### src/rtl/fusion_stream_out.sv
// fusion_stream_out: output end of the fusion pipeline.
// Tracks which beats in the fixed-latency datapath are real, buffers the
// real beats in a small first-word-fall-through FIFO, and presents them as an
// AXI4-Stream master with per-frame tlast. When the FIFO is full, `stall`
// freezes the upstream pipeline (and the valid tracker) so nothing is lost.
//
// Handshake semantics (both sides):
//   - Output: a beat transfers on every rising edge where m_axis_tvalid and
//     m_axis_tready are both 1. Once tvalid is 1 it stays 1, and tdata/tlast
//     stay unchanged, until that transfer happens. tvalid never depends on
//     tready.
//   - Input: `stall` is the inverse of upstream ready. in_valid is only
//     consumed on an edge where stall is 0. While stall is 1 the whole pipeline,
//     including the tail beat at fused_frame, holds its value.
module fusion_stream_out #(
    parameter int PIXELS_PER_BEAT = 16,
    parameter int INPUT_WIDTH     = 8,
    parameter int IMAGE_DIM       = 512,
    parameter int DATA_WIDTH      = INPUT_WIDTH * PIXELS_PER_BEAT,
    parameter int PIPE_LATENCY    = 23,
    parameter int FIFO_DEPTH      = 4
) (
    input  logic                  clk,
    input  logic                  aresetn,
    input  logic                  in_valid,
    input  logic [DATA_WIDTH-1:0] fused_frame,
    output logic                  stall,
    output logic [DATA_WIDTH-1:0] m_axis_tdata,
    output logic                  m_axis_tvalid,
    input  logic                  m_axis_tready,
    output logic                  m_axis_tlast,
    output logic                  frame_done
);

    localparam int BEATS_PER_FRAME = IMAGE_DIM * IMAGE_DIM / PIXELS_PER_BEAT;
    localparam int BCNT_W          = (BEATS_PER_FRAME > 1) ? $clog2(BEATS_PER_FRAME) : 1;
    localparam int PTR_W           = $clog2(FIFO_DEPTH);
    localparam int CNT_W           = PTR_W + 1;
    localparam int ENTRY_W         = DATA_WIDTH + 1;

    localparam logic [CNT_W-1:0]  FULL_CNT  = CNT_W'(FIFO_DEPTH);
    localparam logic [BCNT_W-1:0] LAST_BCNT = BCNT_W'(BEATS_PER_FRAME - 1);

    // Valid tracker: bit k marks the beat that has spent k+1 unstalled cycles
    // in the datapath; the top bit lines up with fused_frame.
    logic [PIPE_LATENCY-1:0] vsr;

    // Beat position within the current frame.
    logic [BCNT_W-1:0] bcnt;
    logic              beat_last;

    // FIFO storage: each entry is {last, data}.
    logic [ENTRY_W-1:0] mem [FIFO_DEPTH];
    logic [PTR_W-1:0]   wr_ptr;
    logic [PTR_W-1:0]   rd_ptr;
    logic [CNT_W-1:0]   count;
    logic [ENTRY_W-1:0] head;

    logic push;
    logic pop;

    // Full FIFO freezes upstream; taken from the registered count only.
    assign stall = (count == FULL_CNT);

    // A real beat at the pipeline tail enters the FIFO only on an unstalled
    // cycle, so a tail beat held under stall is written exactly once.
    assign push = ~stall & vsr[PIPE_LATENCY-1];

    assign pop = m_axis_tvalid & m_axis_tready;

    assign beat_last = (bcnt == LAST_BCNT);

    assign head = mem[rd_ptr];

    // Output presentation: head entry when non-empty, zeros otherwise.
    always_comb begin
        m_axis_tvalid = (count != '0);
        m_axis_tdata  = '0;
        m_axis_tlast  = 1'b0;
        if (m_axis_tvalid) begin
            m_axis_tdata = head[DATA_WIDTH-1:0];
            m_axis_tlast = head[DATA_WIDTH];
        end
    end

    // Valid tracker shifts with the datapath and freezes with it.
    always_ff @(posedge clk or negedge aresetn) begin
        if (!aresetn) begin
            vsr <= '0;
        end else if (!stall) begin
            vsr[0] <= in_valid;
            for (int k = 1; k < PIPE_LATENCY; k++) begin
                vsr[k] <= vsr[k-1];
            end
        end
    end

    // Frame beat counter advances on every push and wraps after the last beat.
    always_ff @(posedge clk or negedge aresetn) begin
        if (!aresetn) begin
            bcnt <= '0;
        end else if (push) begin
            if (beat_last) begin
                bcnt <= '0;
            end else begin
                bcnt <= bcnt + 1'b1;
            end
        end
    end

    // FIFO storage write; contents need no reset because count gates the output.
    always_ff @(posedge clk) begin
        if (push) begin
            mem[wr_ptr] <= {beat_last, fused_frame};
        end
    end

    // FIFO pointers and occupancy; pointers wrap naturally at FIFO_DEPTH.
    always_ff @(posedge clk or negedge aresetn) begin
        if (!aresetn) begin
            wr_ptr <= '0;
            rd_ptr <= '0;
            count  <= '0;
        end else begin
            if (push) begin
                wr_ptr <= wr_ptr + 1'b1;
            end
            if (pop) begin
                rd_ptr <= rd_ptr + 1'b1;
            end
            case ({push, pop})
                2'b10:   count <= count + 1'b1;
                2'b01:   count <= count - 1'b1;
                default: count <= count;
            endcase
        end
    end

    // One-cycle frame completion pulse after the tlast beat is accepted.
    always_ff @(posedge clk or negedge aresetn) begin
        if (!aresetn) begin
            frame_done <= 1'b0;
        end else begin
            frame_done <= pop & head[DATA_WIDTH];
        end
    end

endmodule

### config.mk
export PLATFORM = sky130hd
export DESIGN_NAME = fusion_stream_out
export DESIGN_NICKNAME = d
export VERILOG_FILES = /design/src/rtl/fusion_stream_out.sv
export SDC_FILE = /design/constraint.sdc
export NUM_CORES = 1
export LEC_CHECK = 0
export BUFFER_PORTS_ARGS = -buffer_cell sky130_fd_sc_hd__buf_2
export CORE_UTILIZATION = 49
export CTS_BUF_LIST = sky130_fd_sc_hd__clkbuf_16
export DETAILED_ROUTE_END_ITERATION = 8
export HOLD_SLACK_MARGIN = 0.06
export PLACE_DENSITY = 0.8
export SLEW_MARGIN = 25
export SYNTH_ARGS = -nofsm -noshare
export SYNTH_HDL_FRONTEND = slang
export SYNTH_SLANG_ARGS = --single-unit
### constraint.sdc
create_clock -name clk -period 11.7 [get_ports clk]
set_input_delay 1.17 -clock clk [delete_from_list [all_inputs] [get_ports clk]]
set_output_delay 1.17 -clock clk [all_outputs]
set_load 0.1 [all_outputs]
**Yosys cells after proc, flatten, opt, wreduce, memory -nomap -nowiden**

Memory sizes are Yosys's and may differ from the RTL's.
Index checks and enable logic that the tools add are counted.

- Bits in registers: 45
- Bits in latches: 0
- RAM bits: 516
- Bits in read-only memories: 0
- Bits of input ports: 132
- Memories: 1

Memory list:

| name | words | width | read ports | clocked after Yosys merged registers in | write ports | RTL line | source |
|---|---|---|---|---|---|---|---|
| mem | 4 | 129 | 1 | 0 | 1 | 53 | `logic [ENTRY_W-1:0] mem [FIFO_DEPTH];` |

- Add/sub/neg operators: 5
- Multipliers: 0
- Divide/modulo/power cells: 0
- Order comparisons: 0
- Equality and inequality tests: 4
- Shift-type cells: 0
- Mux-type cells: 6
- Bitwise logic cells: 4
- Reductions and logical operators: 2

Operators with widths:

| kind | number |
|---|---|
| $mux W128 | 1 |
| $add A14 B1 Y14 const B | 1 |
| $eq A14 B14 Y1 const B | 1 |
| $mux W14 | 1 |
| $pmux W3 S2 | 1 |
| $add A2 B1 Y2 const B | 2 |
| $add A3 B1 Y3 const B | 1 |
| $and A1 B1 Y1 | 3 |
| $eq A3 B3 Y1 const B | 1 |
| $mux W1 | 3 |
| $reduce_bool A3 Y1 | 1 |
| $sub A3 B1 Y3 const B | 1 |
| $eq A2 B1 Y1 const B | 1 |
| $eq A2 B2 Y1 const B | 1 |
| $reduce_bool A2 Y1 | 1 |
| $not A1 Y1 | 1 |

**Depth between registers and ports, before layout**

- Word-level depth: 5
- Mapped depth: 9
- Mapped depth without buffers: 8

**Worst setup path before layout**

Ideal clock, no wire load.

- Kind: register to register
- Start: register count[2]
- End: memory mem[0][0] in the netlist's numbering, enable pin
- Setup time: 0.504 ns
- Arrival: 3.957 ns
- Slack: 7.239 ns
- Cell stages (with the launch flop): 5
- Buffers on the path: 2
- Path through: dfrtp_1 -> or3b_1 -> buf_2 -> clkbuf_1 -> and3_1

- Word-level cells in the longest chain between the ends: 5

Ends and longest elaborated chain:

| what | RTL line | source |
|---|---|---|
| from (decl) | 56 | `logic [CNT_W-1:0] count;` |
| from (signal assigned) | 132 | `2'b10: count <= count + 1'b1;` |
| from (signal assigned) | 133 | `2'b01: count <= count - 1'b1;` |
| from (signal assigned) | 134 | `default: count <= count;` |
| $eq A3 B3 Y1 | 63 | `assign stall = (count == FULL_CNT);` |
| $not A1 Y1 | 67 | `assign push = ~stall & vsr[PIPE_LATENCY-1];` |
| $and A1 B1 Y1 | 67 |  |
| $mux W1 | 113 | `if (push) begin` |
| $mux W1 (not written as such) | 114 | `mem[wr_ptr] <= {beat_last, fused_frame};` |
| to (decl) | 53 |  |

No other way between the ends.

**Final worst setup path**

- Start: register rd_ptr[1]
- End: output m_axis_tdata[113]

- Word-level cells in the longest chain between the ends: 2

Ends and longest elaborated chain:

| what | RTL line | source |
|---|---|---|
| from (decl) | 55 | `logic [PTR_W-1:0] rd_ptr;` |
| from (signal assigned) | 129 | `rd_ptr <= rd_ptr + 1'b1;` |
| $mem_v2 Z4 W129 | - |  |
| $mux W128 | 80 | `if (m_axis_tvalid) begin` |
| to (decl) | 28 | `output logic [DATA_WIDTH-1:0] m_axis_tdata,` |

No other way between the ends.

==> out/qor.yml <==
setup_viol: 0
synth_cell_types: 38
path_cells: "buf_4 -> buf_4 -> mux4_2 -> and2_1 -> buf_2"
crit_fanout: 61
worstReg2RegStart: "count[2]$_DFFE_PN0P_"
fin_hold_ws_ns: 0.467
cp.required_ns: 10.53
avgSynthCellArea_sq_um: 20.9
nNetsFinal: 1445
finalMaxSlewViolations: 0
ys_seq_area_share_pct: 77.7
synthFlopType: "edfxtp_1"
grt_usage_pct: 18.6
netlist_area_sq_um: 21400
num_io_pins: 264
dr.pass1.iters: 5
path_clk_slew_ns: 0.06
worstSetupPathType: "reg2out"
crit_slowest_cell: "buf_4"
nFillCells: 3084
final_cells: 1936
maxCapViolations: 0
hpwl_microns: 23200
grt_max_degree: 71
holdCritPathClass: "reg2reg"
overflow: 0
crit_top_cell: "buf_4"
relSlewSlack_pct: 30.7
startpoint: "rd_ptr[1]$_DFFE_PN0P_"
cts.repair.resized: 0
wirelength_microns: 40800
yosysWarnings: 0
dieArea_sq_um: 44500
fmax_mhz: 202
synth_top_area_share_pct: 72.4
drive_gt1_share_pct: 37.0
clk_latency_ns: 0.59
placed_cells: 1832
yosys-top-cells-count: "edfxtp_1, and2_1, mux4_2, nand2_1, dfrtp_1"
cts.sinks: 561
status: "completed"
vias: 10500
grt_pass1_wl_microns: 62200
rsz0062_at_grt: "no"
htreeDepth: 2
grt_pass1_vias: 11000
routabilityCongestion: 0.705
ys_top_cells_by_area: "edfxtp_1, mux4_2, dfrtp_1"
clockBufferDepth: 3
start_kind: "register"
via_per_inst: 5.40
die_w_microns: 211
cts_setup_buffers: 0
post-route-drc-count: 0
tritoncts: "yes"
dpl_cell_area_sq_um: 23300
io_buffers: 263
antenna_found_initial: 12
arrival_ns: 3.78
crit_path_max_incr_delay_ns: 0.84
fin_crit_sh_pct: 42.3
setup_tns_ns: 0
stdcell_area_sq_um: 25200
finalHoldViolations: 0
coreArea_sq_um: 43100
numCtsBuffers: 54
postSynth.asyncResetShare_pct: 8.02
rows: 76
synth_nets: 1163
drt-initial-drc-count: 768
tightest_slew_ns: 1.04
cts-root-buf: "clkbuf_16"
final.min_clock_period_ns: 4.95
postCtsHoldBufs: 0
syn_inst: 1024
avgRoutedWirePerCell_microns: 21.1
yosys.area.top_type: "edfxtp_1"
worstHoldStart: "vsr[5]$_DFFE_PN0N_"
yosysMostFrequentCell: "edfxtp_1"
final_antenna_net_count: 0
synth_edf_count: 516
die_h_microns: 211
worst_setup_path_end_kind: "output pin"
ys_seq_elements: 561
initial_core_util_pct: 49.7
finalClockSkew_ns: 0.0200
area_growth_pct: 17.8
-- worst max-delay path: cells and delay by family (launching register included) --
| family | cells | cell delay [ns] |
|---|---|---|
| buf+inv | 3 | 1.93 |
| simple gates | 1 | 0.13 |
| flops | 1 | 0.71 |
| mux | 1 | 0.35 |
-- registers in the layout (all words and copies together) (netlist names) --
signal and flops:
mem 516, vsr 23, bcnt 14, count 3, rd_ptr 2, wr_ptr 2, frame_done 1
-- final timing paths --
check | to | slack, ns | cells past startpoint
max reg2reg | mem[0][60]$_DFFE_PP_ | 8.92 | 4
max | m_axis_tdata[113] | 6.75 | 5
min in group asynchronous | vsr[0]$_DFFE_PN0N_ | 0.57 | 1
min | vsr[5]$_DFFE_PN0N_ | 0.47 | 2
max in group asynchronous | rd_ptr[1]$_DFFE_PN0P_ | 10.68 | 1
min reg2reg | vsr[5]$_DFFE_PN0N_ | 0.47 | 2
-- layer usage --
layer,wire [microns],vias up,track usage (%)
met3,3320,83,4.98
met5,94,-,0
met4,1050,14,7.05
li1,-,4625,-
met1,16200,5317,23.9
met2,20100,418,30.4
-- cell usage in the layout (no fill, tap or decap), types with 3 or more instances in the layout --
cell,instances
a21oi_1,3
and2_1,130
and3_1,4
and3_4,4
buf_2,262
buf_4,12
bufinv_16,8
clkbuf_16,54
clkinv_1,9
clkinv_2,9
clkinvlp_4,3
dfrtp_1,43
diode_2,4
edfxtp_1,516
ha_1,6
inv_1,16
inv_6,3
mux4_2,129
nand2_1,77
nand3_1,7
nor2_1,5
xnor2_1,9
xor2_1,5
-- metrics by stage --
step | util [%] | setup WS, ns
2_1_floorplan | - | 7.24
3_3_place_gp | 54.2 | 7.31
3_5_place_dp | 54.2 | 7.31
4_1_cts | 58.3 | 6.66
5_1_grt | 58.5 | 6.55
6_report | 58.5 | 6.75
-- cell families (layout without fill, tap and decap cells) --
group	count (synthesis)	count (layout)	synth area share, %
flip-flops	561	561	77.7
AND/OR/NAND/NOR	243	243	6.21
multiplexers	131	131	13.7
buffers and inverters	59	382	1.19
XOR/XNOR	14	14	0.573
AO/OA/AOI/OAI	9	9	0.257
adder cells (fa/ha/maj)	7	7	0.444
other	0	4	0
-- layout make-up --
| cell class | instances | area (sq um) | share of cell area [%] |
|---|---|---|---|
| clock buffers | 54 | 1350 | 5.36 |
| diodes | 4 | 10.0 | 0.0397 |
| well taps | 585 | 732 | 2.90 |
| flip-flops and latches | 561 | 16600 | 66.0 |
| repair buffers | 278 | 1480 | 5.87 |
| clock inverters | 43 | 422 | 1.67 |
| multi-input cells | 404 | 4550 | 18.1 |
| inverters | 7 | 26.3 | 0.104 |
Power is left out: the tool's default activity adds up to more than one toggle a clock period on the data nets, which glitch-free logic cannot reach.
